[src/rtl/sdram_sram_copy.sv]
// sdram_sram_copy: copies iLen words from SDRAM to SRAM, one word at a time.
// Each word is a read request on the SDRAM side, a wait for the read data,
// then a write request on the SRAM side and a wait for the arbiter to finish
// the write (busy seen high, then low). Every output comes straight from a flop.
module sdram_sram_copy #(
    parameter int SRC_STEP = 1
) (
    input  logic        iCLK,
    input  logic        iRST,
    input  logic        iStart,
    input  logic [22:0] iSrc_addr,
    input  logic [17:0] iDst_addr,
    input  logic [15:0] iLen,
    input  logic        iBusy,
    input  logic [15:0] iRdata,
    input  logic        iRdata_valid,
    output logic        oSDRAM_valid,
    output logic        oSDRAM_rd_Nwr,
    output logic [22:0] oSDRAM_addr,
    output logic [15:0] oSDRAM_data,
    output logic        oSRAM_valid,
    output logic        oSRAM_rd_Nwr,
    output logic [17:0] oSRAM_addr,
    output logic [15:0] oSRAM_data,
    output logic        oActive,
    output logic        oDone,
    output logic [15:0] oCount
);

    typedef enum logic [2:0] {
        IDLE    = 3'd0,
        RD_REQ  = 3'd1,
        RD_WAIT = 3'd2,
        WR_REQ  = 3'd3,
        WR_WAIT = 3'd4,
        DONE    = 3'd5
    } state_t;

    state_t      state_reg, state_next;
    logic [22:0] src_reg, src_next;
    logic [17:0] dst_reg, dst_next;
    logic [15:0] len_reg, len_next;
    logic [15:0] count_reg, count_next;
    logic [15:0] wdata_reg, wdata_next;
    logic        seen_busy_reg, seen_busy_next;
    logic        sdram_valid_reg, sdram_valid_next;
    logic        sram_valid_reg, sram_valid_next;
    logic        done_reg, done_next;
    logic        active_reg, active_next;

    logic [15:0] count_inc;
    assign count_inc = count_reg + 16'd1;

    // Next-state and next-output logic; request valids are computed for the
    // state being entered so they appear in the same cycle as that state.
    always_comb begin
        state_next       = state_reg;
        src_next         = src_reg;
        dst_next         = dst_reg;
        len_next         = len_reg;
        count_next       = count_reg;
        wdata_next       = wdata_reg;
        seen_busy_next   = seen_busy_reg;
        sdram_valid_next = 1'b0;
        sram_valid_next  = 1'b0;
        done_next        = 1'b0;

        case (state_reg)
            IDLE: begin
                if (iStart) begin
                    count_next = 16'd0;
                    if (iLen != 16'd0) begin
                        src_next         = iSrc_addr;
                        dst_next         = iDst_addr;
                        len_next         = iLen;
                        state_next       = RD_REQ;
                        sdram_valid_next = 1'b1;
                    end else begin
                        state_next = DONE;
                        done_next  = 1'b1;
                    end
                end
            end
            RD_REQ: begin
                // valid is always high here, so a low busy means acceptance
                if (!iBusy) begin
                    state_next = RD_WAIT;
                end else begin
                    sdram_valid_next = 1'b1;
                end
            end
            RD_WAIT: begin
                if (iRdata_valid) begin
                    wdata_next      = iRdata;
                    state_next      = WR_REQ;
                    sram_valid_next = 1'b1;
                end
            end
            WR_REQ: begin
                if (!iBusy) begin
                    state_next     = WR_WAIT;
                    seen_busy_next = 1'b0;
                end else begin
                    sram_valid_next = 1'b1;
                end
            end
            WR_WAIT: begin
                if (iBusy) begin
                    seen_busy_next = 1'b1;
                end else if (seen_busy_reg) begin
                    count_next = count_inc;
                    src_next   = src_reg + 23'(SRC_STEP);
                    dst_next   = dst_reg + 18'd1;
                    if (count_inc == len_reg) begin
                        state_next = DONE;
                        done_next  = 1'b1;
                    end else begin
                        state_next       = RD_REQ;
                        sdram_valid_next = 1'b1;
                    end
                end
            end
            DONE: begin
                state_next = IDLE;
            end
            default: begin
                state_next = IDLE;
            end
        endcase

        active_next = (state_next != IDLE);
    end

    // State and output registers; reset clears everything including oCount.
    always_ff @(posedge iCLK) begin
        if (iRST) begin
            state_reg       <= IDLE;
            src_reg         <= 23'd0;
            dst_reg         <= 18'd0;
            len_reg         <= 16'd0;
            count_reg       <= 16'd0;
            wdata_reg       <= 16'd0;
            seen_busy_reg   <= 1'b0;
            sdram_valid_reg <= 1'b0;
            sram_valid_reg  <= 1'b0;
            done_reg        <= 1'b0;
            active_reg      <= 1'b0;
        end else begin
            state_reg       <= state_next;
            src_reg         <= src_next;
            dst_reg         <= dst_next;
            len_reg         <= len_next;
            count_reg       <= count_next;
            wdata_reg       <= wdata_next;
            seen_busy_reg   <= seen_busy_next;
            sdram_valid_reg <= sdram_valid_next;
            sram_valid_reg  <= sram_valid_next;
            done_reg        <= done_next;
            active_reg      <= active_next;
        end
    end

    assign oSDRAM_valid  = sdram_valid_reg;
    assign oSDRAM_rd_Nwr = sdram_valid_reg;   // this block only ever reads SDRAM
    assign oSDRAM_addr   = src_reg;
    assign oSDRAM_data   = 16'd0;
    assign oSRAM_valid   = sram_valid_reg;
    assign oSRAM_rd_Nwr  = 1'b0;              // this block only ever writes SRAM
    assign oSRAM_addr    = dst_reg;
    assign oSRAM_data    = wdata_reg;
    assign oActive       = active_reg;
    assign oDone         = done_reg;
    assign oCount        = count_reg;

endmodule

[config.mk]
export PLATFORM = sky130hd
export DESIGN_NAME = sdram_sram_copy
export DESIGN_NICKNAME = d
export VERILOG_FILES = /design/src/rtl/sdram_sram_copy.sv
export SDC_FILE = /design/constraint.sdc
export NUM_CORES = 1
export LEC_CHECK = 0
export CORE_MARGIN = 4
export CORE_UTILIZATION = 51
export CTS_CLUSTER_SIZE = 24
export DETAILED_ROUTE_END_ITERATION = 7
export HOLD_SLACK_MARGIN = 0.05
export PLACE_DENSITY = 0.87
export SYNTH_ARGS = -nofsm -noshare
export SYNTH_HDL_FRONTEND = slang
export SYNTH_SLANG_ARGS = --single-unit
[constraint.sdc]
create_clock -name iCLK -period 6.65 [get_ports iCLK]
set_input_delay 1.995 -clock iCLK [delete_from_list [all_inputs] [get_ports iCLK]]
set_output_delay 1.995 -clock iCLK [all_outputs]
set_load 0.01 [all_outputs]
==> flow_summary.yaml, run 1 <==
status:
  status: "completed"
synthesis:
  synth-warning-count: 0
  synthSimpleGateAreaFrac: 0.2671
  yosysMostFrequentCell: "dfxtp_1"
  ys_seq_area_frac: 0.3604
  ys_seq_elements: 97
  postSynthAreaPerCell_um2: 7.483
  ys_types: 54
  synth_adder_area_share: 0.006967
  yosys_most_used_dff: "dfxtp_1"
  synth-edff-count: 0
  synth_compound_area_frac: 0.2350
  synth_top_area_share: 0.3604
  netlist_area_um2: 5388
  synthTopCellsByCount: "dfxtp_1, nand2_1, a21oi_1, nor2_1, o21ai_0"
  synth_top_family_by_area: "simple AND/OR/NAND/NOR gates"
  synthMuxAreaShare: 0.02973
  synth_xor_area_frac: 0.03414
  netlist_instances: 720
  synth_top_area_cell: "dfxtp_1"
  synthArstFlopShare: 0
  yosys-top-cells-area: "dfxtp_1, a21oi_1, nand2_1"
critical_path:
  critPathLaunchType: "input port"
  cp_max_fo: 17
  crit_type: "in2reg"
  end_kind: "register"
  cp.required_ps: 6930
  worstPathArrival_ps: 4610
route:
  drc: 0
  first_pass_iters: 7
  wl_um: 16020
  avgViaCountPerCell: 5.849
  drt_iter0_drc: 437
  antenna_left: 0
  wl_per_cell_um: 16.34
  vias: 5732
sta:
  finalHoldViolations: 0
  layout_setup_ws_ps: 2317
  grt_setup_unrepaired: "no"
  setup_tns_ps: 0
  holdWs_ps: 458.6
  relSlewSlack: 0.2358
  period_share: 0.6516
  setup_violations: 0
  tightestPinTransition_ps: 1146
  fmax_mhz: 230.8
  fin_worst_skew_ps: 14.09
  slew_violations: 0
  min_period_ps: 4333
finish:
  diodes: 0
  largest_reg_flops: 23
  syn_to_final_growth_pct: 30.89
  nNetsFinal: 920
  drive_gt1_frac: 0.03673
  n_fill_cell: 878
floorplanning:
  die_y_um: 110.8
  coreArea_um2: 10320
  start_util: 0.5219
  dieArea_um2: 12270
  rows: 37
  die_x_um: 110.8
  io_pins: 173
clock_network:
  cts_setup_buffers: 0
  cts_resized: 0
  postCtsHoldBufs: 0
  cts_max_level: 3
  cts_root_buffer: "clkbuf_8"
  clk_latency_ps: 380
  numCtsBuffers: 9
  clk_pin_slew_ps: 100
  clockBufferDepth: 2
  cts_tree: "built"
  cts.sinks: 97
worst_hold_path:
  worst_hold_path_type: "reg2reg"
global_routing:
  grt_pass1_vias: 5451
  grt_overflow: 0
  grt_first_pass_wirelength_um: 26320
  antenna_found_initial: 0
  grt_max_degree: 72
  grt.total_usage: 0.2502
power_and_ir_drop:
  cellLeakagePower_uw: 0.002570
  pwr_density_cell_nw_per_um2: 187.0
  ir_worst_vdd_uv: 118.2
  power_uw: 1319
flow_run:
  cap_violations: 0
placed_design:
  routabilityCongestion: 0.9383
  numPortBuffers: 155
  dp_hpwl_um: 11250
  dp_slack_ps: 2042
## critical path, stage by stage
cell and delay, ps:
clkdlybuf4s50_1 430, nor4_1 410, nand4_1 340, nand3_1 850, o31ai_1 220, nand2b_1 210, o211a_1 160
## power breakdown
| part | switching [µW] | leakage [µW] | internal, µW | total, µW |
|---|---|---|---|---|
| Sequential | 43.8 | 0.000793 | 618 | 662 |
| Clock | 233 | 0.0000951 | 146 | 378 |
| Combinational | 133 | 0.00168 | 146 | 279 |
| Total | 409 | 0.00257 | 910 | 1320 |
## metrics by stage
step | std cells | util | area, µm²
6_report | 980 | 0.6831 | 7052
4_1_cts | 980 | 0.6831 | 7052
2_1_floorplan | 736 | - | 5448
3_3_place_gp | 964 | 0.6643 | 6858
3_5_place_dp | 964 | 0.6643 | 6858
5_1_grt | 980 | 0.6831 | 7052
## routing by layer
metal	global-route usage	wire, µm
met1	0.3263	6882
met2	0.4167	7650
met3	0.06004	1326
met4	0.06322	156
met5	0	0
## path summary, 6_finish.rpt
| path | from | to | slack [ps] | cells after the start |
|---|---|---|---|---|
| max | iLen[8] | oSDRAM_rd_Nwr | 2320 | 7 |
| max reg2reg | oCount[0] | oSDRAM_rd_Nwr | 3790 | 8 |
| min | oSRAM_data[10] | oSRAM_data[10] | 460 | 2 |
| min reg2reg | oSRAM_data[10] | oSRAM_data[10] | 460 | 2 |
## layout make-up
type / count / area (µm²) / share of cell area
Clock buffer: 9 / 123.9 / 0.01757
Multi-Input combinational cell: 567 / 3154 / 0.4473
Tap cell: 136 / 170.2 / 0.02413
Timing Repair Buffer: 158 / 1569 / 0.2225
Sequential cell: 97 / 1942 / 0.2754
Inverter: 6 / 22.52 / 0.003194
Clock inverter: 7 / 70.07 / 0.009936
## cell usage in the layout, fill, tap and decap left out, drive strengths merged, types with 6 or more instances in the layout
master and count:
a211oi 19, a21o 9, a21oi 85, a22oi 9, a311oi 6, and2 10, and3 16, clkbuf 9
clkdlybuf4s50 154, conb 17, dfxtp 97, inv 9, mux2i 16, nand2 92, nand2b 10, nand3 33
nand4 10, nor2 76, nor3 14, nor4 11, o21ai 47, o22ai 8, o31ai 6, or3 10
xnor2 10, xor2 11
## logic make-up (layout without fill, tap and decap cells)
logic type | Yosys count | after routing
muxes | 16 | 16
AOI/OAI and AO/OA | 209 | 209
adders and majority gates | 3 | 3
xor gates and xnor gates | 21 | 21
and+or+nand+nor | 301 | 301
buffers and inverters | 72 | 180
DFF | 97 | 97
other | 1 | 17
(Power assumes the default switching activity.)
==> run 2: changes to the inputs <==
- CORE_UTILIZATION: 51 -> 47
- PLACE_DENSITY: 0.87 -> 0.81
- clock period: 6.65 -> 4.3 ns (I/O delays scaled with it)
==> run 2 against run 1 <==
Effect of this change: cell count up 0.92%; clock skew down 7.0 ps; sequential power up 54%; clock power up 110%; power up 71%; final area up 2.0%; flip-flop and latch count unchanged; setup slack worse by 1600 ps; first-iteration DRC count down 6.2%.
==> flow_summary.yaml, run 2 (synthesized netlist as in run 1, its figures left out) <==
status:
  status: "completed"
sta:
  relSlewSlack: 0.2499
  period_share: 0.8280
  fin_worst_skew_ps: 7.114
  finalHoldViolations: 0
  setup_violations: 0
  setup_tns_ps: 0
  slew_violations: 0
  tightestPinTransition_ps: 1125
  fmax_mhz: 280.9
  grt_setup_unrepaired: "no"
  min_period_ps: 3560
clock_network:
  cts_setup_buffers: 0
  cts.sinks: 97
  numCtsBuffers: 9
  cts_max_level: 3
  clk_pin_slew_ps: 60
  cts_resized: 0
  cts_tree: "built"
  clockBufferDepth: 2
  clk_latency_ps: 340
  postCtsHoldBufs: 0
  cts_root_buffer: "clkbuf_16"
finish:
  syn_to_final_growth_pct: 33.47
  n_fill_cell: 978
  layout_commonest_cell: "clkdlybuf4s50_1"
  nNetsFinal: 925
  layout_common_cells: "clkdlybuf4s50_1, dfxtp_1, nand2_1, a21oi_1, nor2_1"
  drive_gt1_frac: 0.03887
  largest_reg_flops: 23
  diodes: 0
  multi_input_area_um2: 3154
  final-seq-area_um2: 1942
  fin_area_um2: 7191
floorplanning:
  dieArea_um2: 13240
  start_util: 0.4884
  rows: 38
  die_y_um: 115.1
  io_pins: 173
  coreArea_um2: 11030
  die_x_um: 115.1
critical_path:
  worstReg2RegStart: "oCount[0]"
  worstPathArrival_ps: 3800
  end_kind: "register"
  cp_max_fo: 65
  critPathLaunchType: "input port"
  crit_path_start: "iLen[1]"
  cp.required_ps: 4540
  crit_type: "in2reg"
route:
  drt_iter0_drc: 410
  antenna_left: 0
  vias: 5731
  avgViaCountPerCell: 5.795
  wl_um: 16140
  drc: 0
  first_pass_iters: 5
  wl_per_cell_um: 16.32
worst_hold_path:
  hp-start: "oSRAM_data[0]"
  worst_hold_path_type: "reg2reg"
power_and_ir_drop:
  pwr_density_cell_nw_per_um2: 313.7
  ir_worst_vdd_uv: 179.0
  cellLeakagePower_uw: 0.002642
  power_uw: 2256
global_routing:
  antenna_found_initial: 0
  grt_first_pass_wirelength_um: 25920
  grt_max_degree: 72
  grt_overflow: 0
  grt.total_usage: 0.2377
  grt_pass1_vias: 5352
placed_design:
  routabilityCongestion: 0.9212
  dp_hpwl_um: 11640
  numPortBuffers: 155
  place_area_um2: 6900
flow_run:
  cap_violations: 0
==> run 2: changes by cell type in the layout (fill, tap and decap cells not counted), sizes merged <==
cell,before,now
buf,4,9
bufinv,0,1
clkbuf,9,13
clkinv,3,2
clkinvlp,1,0
inv,9,6
==> run 2: per-layer routing <==
| metal | GRT usage | routed length (µm) | vias to the layer above |
|---|---|---|---|
| met5 | 0 | 0 | - |
| met4 | 0.07668 | 323 | 0 |
| met3 | 0.04789 | 1363 | 29 |
| met2 | 0.4028 | 7741 | 260 |
| met1 | 0.3037 | 6710 | 2647 |
| li1 | - | - | 2795 |
==> run 2: worst max-delay path, stage by stage <==
cell and delay (ps):
clkdlybuf4s50_1 520, nor4_1 80, nand4_1 210, a22o_1 200, and2_2 910, o21ai_0 240
a221oi_1 340
==> run 2: per-stage QoR <==
stage	utilization	cells	setup WS, ps	hold slack [ps]
after floorplan	-	736	1490	478.4
after global placement	0.6256	973	617.0	443.2
after detailed placement	0.6256	973	461.9	448.1
after CTS	0.6519	989	801.2	456.6
after global routing	0.6519	989	560.6	476.3
final	0.6519	989	739.8	453.3
==> run 2: cell type report <==
| class | instances | area share |
|---|---|---|
| inverter | 6 | 0.003132 |
| timing repair buffer | 163 | 0.2234 |
| clock buffer | 13 | 0.03480 |
| multi-input combinational | 567 | 0.4387 |
| tap | 140 | 0.02436 |
| clock inverter | 3 | 0.005568 |
| sequential | 97 | 0.2701 |
==> run 2: final timing paths <==
kind                    end  slack, ps  depth (start not counted)
min           oSRAM_data[0]        450                          2
max          oSRAM_addr[12]        740                          7
max reg2reg   oSDRAM_rd_Nwr       1340                          8
min reg2reg   oSRAM_data[0]        450                          2
==> run 2: power by group <==
group	internal, µW	switching (µW)
clock	466	333
sequential	957	66.5
combinational	227	206
total	1650	606
==> run 3: changes to the inputs <==
- clock period: 4.3 -> 3.35 ns (I/O delays scaled with it)
==> run 3 against run 2 <==
Effect of this change: via count down 0.52%; combinational power increased by 32%; die area is the same; sequential power is 28% higher; flip-flop and latch count stayed put; global-route usage fell by 0.41 points; core utilization increased by 0.68 points; clock power grew 30%; wire length is 2.4% lower; clock skew decreased by 0.89 ps; cell count increased by 0.30%; critical endpoint is now oSDRAM_addr[12]; largest power group unchanged.
==> flow_summary.yaml, run 3 (synthesized netlist as in run 1, its figures left out) <==
status:
  status: "completed"
finish:
  largest_reg_flops: 23
  fin_cells: 992
  diodes: 0
  nNetsFinal: 929
  drive_gt1_frac: 0.04343
  final-seq-area_um2: 1942
  layout_common_cells: "clkdlybuf4s50_1, dfxtp_1, nand2_1, a21oi_1, nor2_1"
  syn_to_final_growth_pct: 34.86
  layout_commonest_cell: "clkdlybuf4s50_1"
  n_fill_cell: 989
  fin_area_um2: 7266
  multi_input_area_um2: 3154
clock_network:
  clk_latency_ps: 340
  cts_tree: "built"
  clockBufferDepth: 2
  cts_resized: 0
  cts_root_buffer: "clkbuf_16"
  numCtsBuffers: 9
  clk_pin_slew_ps: 60
  cts.sinks: 97
  cts_max_level: 3
  postCtsHoldBufs: 0
  cts_setup_buffers: 0
sta:
  period_share: 0.8629
  fmax_mhz: 345.9
  grt_setup_unrepaired: "no"
  min_period_ps: 2891
  tightestPinTransition_ps: 997.7
  setup_tns_ps: 0
  setup_violations: 0
  finalHoldViolations: 0
  relSlewSlack: 0.3349
  layout_setup_ws_ps: 459.4
  slew_violations: 0
  fin_worst_skew_ps: 6.223
route:
  wl_um: 15760
  avgViaCountPerCell: 5.747
  first_pass_iters: 8
  wl_met2_um: 7582
  vias: 5701
  drc: 0
  drt_iter0_drc: 311
  wl_per_cell_um: 15.88
  antenna_left: 0
  met1_length_um: 6651
  met3_length_um: 1214
  maxUsedRoutingLayer: "met4"
placed_design:
  numPortBuffers: 155
  dp_slack_ps: 143.9
  routabilityCongestion: 0.9175
  place_inst: 977
  place_area_um2: 6968
  dp_hpwl_um: 11360
critical_path:
  crit_type: "in2reg"
  end_kind: "register"
  r2r_cells: 8
  cp_max_fo: 65
  worstPathArrival_ps: 3080
  cp.required_ps: 3540
  critPathLaunchType: "input port"
global_routing:
  grt_first_pass_wirelength_um: 25390
  grt.total_usage: 0.2336
  grt_pass1_vias: 5340
  grt_overflow: 0
  antenna_found_initial: 0
  grt_max_degree: 72
floorplanning:
  io_pins: 173
  start_util: 0.4884
  coreArea_um2: 11030
  die_x_um: 115.1
  dieArea_um2: 13240
  rows: 38
  die_y_um: 115.1
power_and_ir_drop:
  ir_worst_vdd_uv: 343.3
  cellLeakagePower_uw: 0.002676
  pwr_density_cell_nw_per_um2: 402.0
flow_run:
  cap_violations: 0
worst_hold_path:
  hold_depth: 2
  worst_hold_path_type: "reg2reg"
==> run 3: cell count changes in the layout (fill, tap and decap cells not counted) <==
cell        previous run  this run
buf_12                 0         3
clkbuf_1               3         2
buf_4                  8         9
clkinvlp_4             0         1
clkbuf_8               1         2
clkinv_2               2         0
==> run 3: cell type report <==
class                      count  share of cell area
multi-input combinational    567              0.4341
tap                          140             0.02411
sequential                    97              0.2673
clock inverter                 2            0.005166
timing repair buffer         167              0.2304
inverter                       6            0.003100
clock buffer                  13             0.03582
==> run 3: stage by stage <==
| step | utilization | hold WS, ps | power (µW) |
|---|---|---|---|
| 2_1_floorplan | - | 478.4 | 1624 |
| 3_3_place_gp | 0.6317 | 443.9 | 1886 |
| 3_5_place_dp | 0.6317 | 448.5 | 1906 |
| 4_1_cts | 0.6587 | 456.4 | 2942 |
| 5_1_grt | 0.6587 | 478.6 | 3048 |
| 6_report | 0.6587 | 454.6 | 2921 |
==> run 3: critical path, stage by stage <==
cell and delay, ps:
clkdlybuf4s50_1 430, nor4_1 360, nand4_1 300, a22o_1 290, and2_2 210, buf_12 200
a22oi_1 210, nor2_1 60
==> run 3: final timing paths <==
| path | slack [ps] | startpoint | end |
|---|---|---|---|
| worst min-delay path | 450 | oSRAM_data[4] | oSRAM_data[4] |
| worst max register to register | 500 | oCount[1] | oSDRAM_rd_Nwr |
| worst min register to register | 450 | oSRAM_data[4] | oSRAM_data[4] |
| worst max-delay path | 460 | iLen[10] | oSDRAM_addr[12] |
==> run 3: report_power, final <==
| part | switching, µW | leakage (µW) | internal (µW) |
|---|---|---|---|
| clock | 420 | 0.000142 | 616 |
| sequential | 86.2 | 0.000793 | 1230 |
| combinational | 266 | 0.00174 | 304 |
==> run 3: routing by layer <==
layer | up-vias | track usage
li1 | 2808 | -
met1 | 2645 | 0.2884
met2 | 221 | 0.3970
met3 | 27 | 0.05474
met4 | 0 | 0.08529
met5 | - | 0
